--- config.mk ---
export PLATFORM = sky130hd
export DESIGN_NAME = dmux_ctrl
export DESIGN_NICKNAME = d
export VERILOG_FILES = /design/src/rtl/dmux_pkg.sv /design/src/rtl/dmux.sv /design/src/rtl/dmux_ctrl.sv
export SDC_FILE = /design/constraint.sdc
export NUM_CORES = 1
export LEC_CHECK = 0
export BUFFER_PORTS_ARGS = -buffer_cell sky130_fd_sc_hd__clkbuf_2
export CAP_MARGIN = 20
export CORE_AREA = 2 2 39 41
export CTS_CLUSTER_SIZE = 16
export DETAILED_ROUTE_END_ITERATION = 16
export DIE_AREA = 0 0 41 43
export PLACE_DENSITY = 0.75
export SETUP_SLACK_MARGIN = 0.5
export SLEW_MARGIN = 40
export SYNTH_ARGS = -nofsm -noshare
export SYNTH_HDL_FRONTEND = slang
export SYNTH_HIERARCHICAL = 1
export SYNTH_SLANG_ARGS = --single-unit
export TNS_END_PERCENT = 30
--- constraint.sdc ---
create_clock -name clk -period 1.6 [get_ports clk]
set_input_delay 0.24 -clock clk [delete_from_list [all_inputs] [get_ports clk]]
set_output_delay 0.24 -clock clk [all_outputs]
set_load 0.005 [all_outputs]
--- src/rtl/dmux_pkg.sv ---
// Shared constants for the dmux sequencing controller: round-robin pointer
// states, destination codes and mode codes.
package dmux_pkg;

    typedef enum logic {
        ST_NEXT1 = 1'b0,
        ST_NEXT2 = 1'b1
    } rr_state_e;

    localparam logic DEST_OUT1 = 1'b0;
    localparam logic DEST_OUT2 = 1'b1;

    localparam logic MODE_RR   = 1'b0;
    localparam logic MODE_DEST = 1'b1;

endpackage : dmux_pkg

--- src/rtl/dmux.sv ---
// N-bit 1-to-2 data demultiplexer: routes data to out1 (sel=0) or out2 (sel=1);
// the unselected output is driven to zero.
module dmux #(
    parameter int N = 3
) (
    input  logic [N-1:0] data,
    input  logic         sel,
    output logic [N-1:0] out1,
    output logic [N-1:0] out2
);

    assign out1 = sel ? '0 : data;
    assign out2 = sel ? data : '0;

endmodule : dmux

--- src/rtl/dmux_ctrl.sv ---
// Sequencing controller for the 1-to-2 dmux: round-robin or explicit routing
// into two registered output slots. Optional per-output delivery counters are
// built when DMUX_CTRL_STATS_EN is defined.
module dmux_ctrl
    import dmux_pkg::*;
#(
    parameter int N  = 3,
    parameter int CW = 8
) (
    input  logic          clk,
    input  logic          rst,
    input  logic [N-1:0]  in_data,
    input  logic          in_dest,
    input  logic          in_valid,
    output logic          in_ready,
    input  logic          mode,
    output logic [N-1:0]  out1_data,
    output logic          out1_valid,
    input  logic          out1_ready,
    output logic [N-1:0]  out2_data,
    output logic          out2_valid,
    input  logic          out2_ready,
    output logic          sel
`ifdef DMUX_CTRL_STATS_EN
    ,
    output logic [CW-1:0] cnt1,
    output logic [CW-1:0] cnt2
`endif
);

    if (CW < 1) begin : g_cw_check
        $error("dmux_ctrl: CW must be at least 1");
    end

    rr_state_e    state_q, state_d;
    logic [N-1:0] out1_data_q, out1_data_d;
    logic [N-1:0] out2_data_q, out2_data_d;
    logic         out1_valid_q, out1_valid_d;
    logic         out2_valid_q, out2_valid_d;
    logic         sel_q, sel_d;

    logic         tgt;
    logic         take1, take2;
    logic         accept;
    logic         deliver1, deliver2;
    logic [N-1:0] dm_out1, dm_out2;

    // Round-robin pointer only matters in MODE_RR; explicit mode bypasses it.
    assign tgt = (mode == MODE_DEST) ? in_dest : (state_q == ST_NEXT2);

    assign deliver1 = out1_valid_q & out1_ready;
    assign deliver2 = out2_valid_q & out2_ready;
    assign take1    = !out1_valid_q || out1_ready;
    assign take2    = !out2_valid_q || out2_ready;

    // No skipping: a blocked RR target stalls input even if the other slot is free.
    assign in_ready = (tgt == DEST_OUT2) ? take2 : take1;
    assign accept   = in_valid & in_ready;

    dmux #(.N(N)) u_dmux (
        .data (in_data),
        .sel  (tgt),
        .out1 (dm_out1),
        .out2 (dm_out2)
    );

    always_comb begin
        // NOTE: every signal gets a default first so no path leaves it unassigned (no latch).
        state_d      = state_q;
        out1_data_d  = out1_data_q;
        out2_data_d  = out2_data_q;
        out1_valid_d = out1_valid_q;
        out2_valid_d = out2_valid_q;
        sel_d        = sel_q;

        if (deliver1) out1_valid_d = 1'b0;
        if (deliver2) out2_valid_d = 1'b0;

        if (accept) begin
            sel_d = tgt;
            if (tgt == DEST_OUT1) begin
                out1_data_d  = dm_out1;
                out1_valid_d = 1'b1;
            end else begin
                out2_data_d  = dm_out2;
                out2_valid_d = 1'b1;
            end
            if (mode == MODE_RR) begin
                state_d = (state_q == ST_NEXT1) ? ST_NEXT2 : ST_NEXT1;
            end
        end
    end

    always_ff @(posedge clk or posedge rst) begin
        if (rst) begin
            // NOTE: non-blocking assignments keep every flop sampling pre-edge values.
            state_q      <= ST_NEXT1;
            out1_data_q  <= '0;
            out2_data_q  <= '0;
            out1_valid_q <= 1'b0;
            out2_valid_q <= 1'b0;
            sel_q        <= 1'b0;
        end else begin
            state_q      <= state_d;
            out1_data_q  <= out1_data_d;
            out2_data_q  <= out2_data_d;
            out1_valid_q <= out1_valid_d;
            out2_valid_q <= out2_valid_d;
            sel_q        <= sel_d;
        end
    end

    assign out1_data  = out1_data_q;
    assign out2_data  = out2_data_q;
    assign out1_valid = out1_valid_q;
    assign out2_valid = out2_valid_q;
    assign sel        = sel_q;

`ifdef DMUX_CTRL_STATS_EN
    logic [CW-1:0] cnt1_q, cnt1_d;
    logic [CW-1:0] cnt2_q, cnt2_d;

    // Counters wrap naturally modulo 2^CW.
    always_comb begin
        cnt1_d = cnt1_q;
        cnt2_d = cnt2_q;
        if (deliver1) cnt1_d = cnt1_q + 1'b1;
        if (deliver2) cnt2_d = cnt2_q + 1'b1;
    end

    always_ff @(posedge clk or posedge rst) begin
        if (rst) begin
            cnt1_q <= '0;
            cnt2_q <= '0;
        end else begin
            cnt1_q <= cnt1_d;
            cnt2_q <= cnt2_d;
        end
    end

    assign cnt1 = cnt1_q;
    assign cnt2 = cnt2_q;
`endif

endmodule : dmux_ctrl

## After elaboration in Yosys (flattened, before gate mapping)

Index checks and enable logic that the tools add are counted.

| word-level totals | value |
|---|---|
| logic and storage cells | 27 |
| bits of input ports | 10 |
| register bits | 10 |

| operators by class | value |
|---|---|
| bitwise gates (word level) | 5 |
| reduce and logical (&&, ||, !) cells | 7 |
| multiplexer cells | 9 |

Operator list:

| kind | count |
|---|---|
| $mux W1 | 9 |
| $reduce_and A2 Y1 | 3 |
| $and A1 B1 Y1 | 3 |
| $logic_not A1 Y1 | 2 |
| $logic_or A1 B1 Y1 | 2 |
| $not A1 Y1 | 2 |

## Logic depth before layout (Yosys ltp)

Gate-level depths: netlist of run 1.

| depth | value |
|---|---|
| word-level depth | 5 |
| depth in mapped cells | 4 |
| mapped depth without buffers | 4 |

## Hierarchy

The synthesis of run 1 kept the hierarchy.

By module, submodules not included:

| module | cells each | sequential area each (um^2) | area each (um^2) | instances |
|---|---|---|---|---|
| dmux_ctrl | 33 | 250.2 | 457.9 | 1 |
| dmux | 6 | 0.0 | 37.5 | 1 |

## Least setup slack after synthesis of run 1

Ideal clock, no wire load.

| timing | value |
|---|---|
| path type | register to register |
| start point | reg state_q |
| end point | reg out2_data_q[0] (netlist: out2_data[0]) |
| data required time | 1,475 ps |
| clock period less this slack | 1,298 ps |
| buffers on the path | 0 |
| setup slack | 302 ps |
| arrival | 1,173 ps |
| cell stages (with the launch flop) | 5 |
| library setup time | 125 ps |
| cells stage by stage | dfrtp_1 mux2i_2 inv_2 nand3_4 mux2_4 |

| between the ends | value |
|---|---|
| cells in the longest elaborated chain, start to end | 4 |

Ends and longest elaborated chain:

| item | RTL line | source |
|---|---|---|
| from (decl) | dmux_ctrl.sv:35 | `rr_state_e state_q, state_d;` |
| from (signal assigned) | dmux_ctrl.sv:104 | `state_q <= state_d;` |
| $mux W1 * | dmux_ctrl.sv:49 | `assign tgt = (mode == MODE_DEST) ? in_dest : (state_q == ST_NEXT2);` |
| net tgt | dmux_ctrl.sv:42 | `logic tgt;` |
| $mux W1 | dmux_ctrl.sv:57 | `assign in_ready = (tgt == DEST_OUT2) ? take2 : take1;` |
| $and A1 B1 Y1 | dmux_ctrl.sv:58 | `assign accept = in_valid & in_ready;` |
| $reduce_and A2 Y1 (no source line) * | -- |  |
| to (signal assigned) | dmux_ctrl.sv:106 | `out2_data_q <= out2_data_d;` |
| to (decl) | dmux_ctrl.sv:37 | `logic [N-1:0] out2_data_q, out2_data_d;` |

Mark *: on every way through the listed nets, which the timed path passes. The rest lies on a longest branch.
A chain may end at the register's enable or synchronous reset.

## Worst setup path in the final report of run 1

| timing | value |
|---|---|
| start point | reg state_q |
| end point | out in_ready |

| between the ends | value |
|---|---|
| cells in the longest elaborated chain, start to end | 2 |

Ends and longest elaborated chain:

| item | RTL line | source |
|---|---|---|
| $mux W1 | dmux_ctrl.sv:49 |  |
| $mux W1 | dmux_ctrl.sv:57 |  |
| to (decl) | dmux_ctrl.sv:15 | `output logic in_ready,` |

Every way passes these cells.

==> summary.md, run 1 <==
| Metric | Value |
|---|---|
| Reg-to-reg endpoint | out2_data[2] |
| CP Cell Sequence | mux2i_4 > nor2_1 > nor2_1 > buf_2 |
| Nets@finish | 78 |
| Worst hold path startpoint | mode |
| Post-Synth Adder-Cell Area | 0 |
| Top-area cell type share of the netlist area | 0.5051 |
| Multiplexer share of the synthesized area | 0.2096 |
| Largest cells by area after synthesis | dfrtp_1, mux2_4, nand3_4 |
| Grt ovf | 0 |
| Most frequent cells in the layout | clkbuf_2, dfrtp_1, mux2_4 |
| Syn avg cell area | 12.70 µm² |
| Post-synth top area cell | dfrtp_1 |
| Initial core utilization | 0.3580 |
| Vias in the first global route | 358 |
| Worst r2r src | state_q |
| Yosys warning count | 6 |
| WS Path Type | register to primary output |
| Peak Freq | 720.5 MHz |
| Synthesized area | 495.5 µm² |
| CP max stage delay | 400 ps |
| # clock sinks | 10 |
| Crit Path Max Fanout | 3 |
| R2R setup slack | 290 ps |
| Via count | 364 |
| Peak supply drop | 0.5890 mV |
| Synthesis-to-finish area growth | 42.17% |
| Drt total wl | 885 µm |
| PwrDens | 1336 nW/µm² |
| Hold Path End | state_q |
| Final Skew | 1.909 ps |
| Clk slew on worst S/H paths | 70 ps |
| CTS buffer count | 3 |
| IO Pins | 20 |
| Dpl ws | 273.6 ps |
| Sequential fraction of the synthesis area | 0.5051 |
| Clock Tree Buf Depth | 2 |
| Max H-tree Level | 1 |
| Drt first pass iters | 1 |
| Site Rows | 14 |
| Setup crit end kind | primary output |
| Max Cap Viol | 0 |
| Synth Area in Compound Gates | 0.04545 |
| R2R depth | 5 |
| Initial antenna violation count | 0 |
| Lkg Pwr | 0.3761 nW |
| First-pass GRT wire length | 1449 µm |
| Syn_nets | 49 |
| Final Hold Viols | 0 |
| CTS tree | built |
| Least-Margin Pin Slew | 376.1 ps |
| Routability Congestion | 0.7735 |
| Largest family of logic cells by synthesized area | simple AND/OR/NAND/NOR gates |
| Clk_lat worst skew | 250 ps |
| Seq cells post-synth | 10 |
| Ant diodes | 0 |
| DR DRC count | 0 |
| Slew margin rel. | 0.7490 |
| Setup TNS Final | 0 ps |
| Die W | 41 µm |
| Yosys cell types | 14 |
| CP most frequent cell | nor2_1 |
| Path type of the worst min-delay path | primary input to register |
| Placed cells | 74 |
| Simple-gate share of the synthesized area | 0.2096 |
| Overall routing resource usage | 0.1251 |
| Pins Over Slew Limit | 0 |
| Final Util | 0.5090 |
| I/O Buffers | 19 |
| Hold Path Cell Cnt | 3 |
| Routed WL per cell | 10.66 µm |
| Core Area | 1384 µm² |
| Syn Inst Count | 39 |
| DRT iter0 DRCs | 0 |
| Height of the die | 43 µm |
| Post-Layout Cell Count | 83 |
| Largest net degree at the start of global routing | 11 |
| Detail Route Antenna Nets | 0 |
| Worst path slowest cell | dfrtp_1 |
| Critical Path RT | 1360 ps |
| Post-DP HPWL | 673.1 µm |
| Status | completed |
| CTS root buf | clkbuf_4 |
| Most common cell after layout, fill and taps aside | clkbuf_2 |
| Layout cell share with drive strength beyond 1 | 0.5672 |
| Crit start category | register |
| Worst Slack Setup Final | 212.1 ps |
| RSZ-0062 raised after global routing | yes |
| Die area | 1763 µm² |
| Final setup fails | 0 |
| Final worst-path cycle share | 0.8674 |
| XOR/XNOR Fraction of Synth Area | 0 |
| Drt via density | 4.386 |
| Worst EP arrival | 1150 ps |
| Minimum clock period | 1388 ps |
[repair_timing]
item                       in CTS  in global routing
setup endpoints to repair       7                  9
gates resized for setup         1                  3
buffers inserted                3                  1
pin swaps                       2                  1
hold buffers                    1                  0
hold endpoints to repair       10                  0
[registers in the layout (all words and copies together), names as in the netlist]
name / count
out1_data: 3
out1_valid: 1
out2_data: 3
out2_valid: 1
sel: 1
state_q: 1
[cell families (layout without fill, tap and decap cells)]
family / Yosys count / count (layout)
flip-flops: 10 / 10
buffers and inverters: 4 / 32
multiplexers: 7 / 7
AND/OR/NAND/NOR: 15 / 15
AO/OA/AOI/OAI: 3 / 3
[layer usage]
layer	vias to the layer above	share of wire	global-route usage
met5	-	0	0
met4	0	0.011	0.06000
met3	2	0.070	0.04712
met2	14	0.48	0.1813
met1	164	0.44	0.1577
li1	184	-	-
[synthesized netlist by cell type]
master / n
and2_1: 3
mux2_4: 6
inv_2: 1
nor2_1: 3
a31oi_1: 1
dfrtp_1: 10
inv_1: 3
nor2b_1: 3
mux2i_2: 1
a41oi_1: 1
nand3_4: 2
nand2b_1: 2
a21boi_1: 1
nand2_1: 2
[power by group]
group,total [W],switching (W),internal [W]
sequential,0.000384,0.0000499,0.000334
clock,0.000218,0.0000804,0.000138
combinational,0.000339,0.000132,0.000206
total,0.000941,0.000263,0.000678
[per-stage QoR]
stage | power [W] | hold slack [ps] | cell area (µm²)
global placement | 0.0006810 | 206.5 | 619.3
global route | 0.001013 | 339.1 | 704.4
detailed placement | 0.0006894 | 216.2 | 619.3
floorplan | 0.0005686 | 80.18 | 504.2
CTS | 0.0009400 | 330.4 | 690.7
finish | 0.0009408 | 328.4 | 704.4
[final cells by class]
cell class,instances,area [µm²]
Clock buffer,4,36.28
Tap cell,16,20.02
Multi-Input combinational cell,25,241.5
Fill cell,133,679.4
Inverter,4,17.52
Timing Repair Buffer,24,138.9
Sequential cell,10,250.2
[worst max-delay path: cells and delay by family, from the launching register on]
family	cells	cell delay, ps
buffers and inverters	1	110
AND/OR/NAND/NOR	2	170
flip-flops	1	400
multiplexers	1	210
[worst max-delay path by stage]
stage | start | slack [ps] | end
2_1_floorplan | state_q | 390 | out2_data[0]
3_3_place_gp | mode | 310 | out2_data[1]
3_5_place_dp | mode | 270 | out2_data[0]
4_1_cts | state_q | 220 | in_ready
5_1_grt | state_q | 110 | in_ready
6_report | state_q | 210 | in_ready
Power figures use the tool's default switching activity.
==> inputs of run 2 (changes only) <==
--- a/config.mk
+++ b/config.mk
@@ -7,10 +7,10 @@
 export LEC_CHECK = 0
 export BUFFER_PORTS_ARGS = -buffer_cell sky130_fd_sc_hd__clkbuf_2
 export CAP_MARGIN = 20
-export CORE_AREA = 2 2 39 41
+export CORE_AREA = 10 10 47 49
 export CTS_CLUSTER_SIZE = 16
 export DETAILED_ROUTE_END_ITERATION = 16
-export DIE_AREA = 0 0 41 43
+export DIE_AREA = 0 0 57 59
 export PLACE_DENSITY = 0.75
 export SETUP_SLACK_MARGIN = 0.5
 export SLEW_MARGIN = 40
==> summary.md, run 2 (synthesis gave the netlist of run 1 again) <==
| Metric | Value |
|---|---|
| Post-Layout Cell Count | 84 |
| Placed cells | 74 |
| Overall routing resource usage | 0.07246 |
| Detail Route Antenna Nets | 0 |
| Placed cell area | 619.3 µm² |
| Die W | 57 µm |
| Core Area | 1401 µm² |
| Worst Slack Setup Final | 217.7 ps |
| Design area | 718.2 µm² |
| CTS tree | built |
| I/O Buffers | 19 |
| DRT iter0 DRCs | 7 |
| Height of the die | 59 µm |
| Lkg Pwr | 0.3915 nW |
| Routability Congestion | 0.6962 |
| Fillers | 139 |
| Setup crit end kind | primary output |
| Crit Path Max Fanout | 3 |
| Ant diodes | 0 |
| Max H-tree Level | 1 |
| Max Cap Viol | 0 |
| Clk slew on worst S/H paths | 60 ps |
| Initial core utilization | 0.3536 |
| Initial antenna violation count | 0 |
| Peak supply drop | 0.7207 mV |
| Routed WL per cell | 13.24 µm |
| Peak Freq | 723.4 MHz |
| RSZ-0062 raised after global routing | yes |
| Critical Path RT | 1360 ps |
| Die area | 3363 µm² |
| Status | completed |
| Synthesis-to-finish area growth | 44.95% |
| Drt total wl | 1112 µm |
| DR DRC count | 0 |
| Largest net degree at the start of global routing | 11 |
| Grt ovf | 0 |
| PwrDens | 1336 nW/µm² |
| CTS buffer count | 3 |
| Setup TNS Final | 0 ps |
| IO Pins | 20 |
| Layout cell share with drive strength beyond 1 | 0.5882 |
| CTS root buf | clkbuf_4 |
| Dpl ws | 275.3 ps |
| Minimum clock period | 1382 ps |
| Site Rows | 14 |
| Path type of the worst min-delay path | primary input to register |
| Most frequent cells in the layout | clkbuf_2, dfrtp_1, mux2_4 |
| Pins Over Slew Limit | 0 |
| First-pass GRT wire length | 1883 µm |
| Final setup fails | 0 |
| Final Hold Viols | 0 |
| Least-Margin Pin Slew | 354.3 ps |
| # clock sinks | 10 |
| Via count | 399 |
| Drt via density | 4.750 |
| Slew margin rel. | 0.7635 |
| WS Path Type | register to primary output |
| Clk_lat worst skew | 260 ps |
| Clock Tree Buf Depth | 2 |
| Nets@finish | 79 |
| Vias in the first global route | 437 |
| Crit start category | register |
| Most common cell after layout, fill and taps aside | clkbuf_2 |
| Final Skew | 1.807 ps |
| Final worst-path cycle share | 0.8640 |
| Worst EP arrival | 1140 ps |
| Post-DP HPWL | 867.4 µm |
| Drt first pass iters | 4 |
run 2: changes by cell type in the layout (fill, tap and decap cells not counted):
cell      change
nand2b_1      -2
clkbuf_2      +1
buf_2         -1
nor2_1        +1
inv_2         +1
nand2b_4      +2
inv_4         -1
nor2_2        -1
buf_4         +2
buf_6         -1
run 2: power by group:
part | leakage [nW] | internal (W) | switching [W]
Clock | 0.0210 | 0.000138 | 0.0000847
Combinational | 0.245 | 0.000211 | 0.000138
Sequential | 0.125 | 0.000334 | 0.0000536
run 2: path summary, 6_finish.rpt:
| path | cells after the start | from | slack (ps) | to |
|---|---|---|---|---|
| setup / recovery | 5 | state_q | 220 | in_ready |
| hold / removal | 3 | out2_ready | 270 | out2_valid |
| setup reg to reg | 5 | state_q | 300 | out2_data[1] |
| hold reg to reg | 1 | out2_data[1] | 510 | out2_data[1] |
| max in group asynchronous | 3 | rst | 880 | sel |
| min in group asynchronous | 3 | rst | 460 | out1_data[2] |
run 2: final cells by class:
cell class	instances	area, µm²	share of cell area
multi-input combinational	25	254.0	0.3537
clock buffer	4	36.28	0.05052
inverter	4	15.01	0.02091
timing repair buffer	25	142.6	0.1986
sequential	10	250.2	0.3484
tap	16	20.02	0.02787
run 2: repair_timing:
action | CTS | global route
endpoints found under the setup margin | 7 | 9
hold buffers | 1 | 0
buffers inserted | 5 | 0
resized for setup | 2 | 0
endpoints found under the hold margin | 10 | 0
pin swaps | 3 | 1
run 2: metal layers:
layer	wire [µm]	GRT usage
met5	0	0
met4	21	0.03020
met3	157	0.06438
met2	475	0.1132
met1	457	0.06593
run 2: stage by stage:
| step | utilization | hold WS [ps] | power (W) |
|---|---|---|---|
| after detailed placement | 0.4420 | 213.1 | 0.0006959 |
| after global routing | 0.5125 | 267.8 | 0.001038 |
| after CTS | 0.5125 | 269.0 | 0.0009765 |
| after global placement | 0.4420 | 211.1 | 0.0006903 |
| final | 0.5125 | 273.6 | 0.0009596 |
| after floorplan | - | 80.18 | 0.0005686 |
run 2: worst max-delay path: stages (launching register included):
cell      delay, ps
dfrtp_1         400
mux2i_4         180
inv_2            50
nor2_1           80
nor2_1           50
clkbuf_2        110
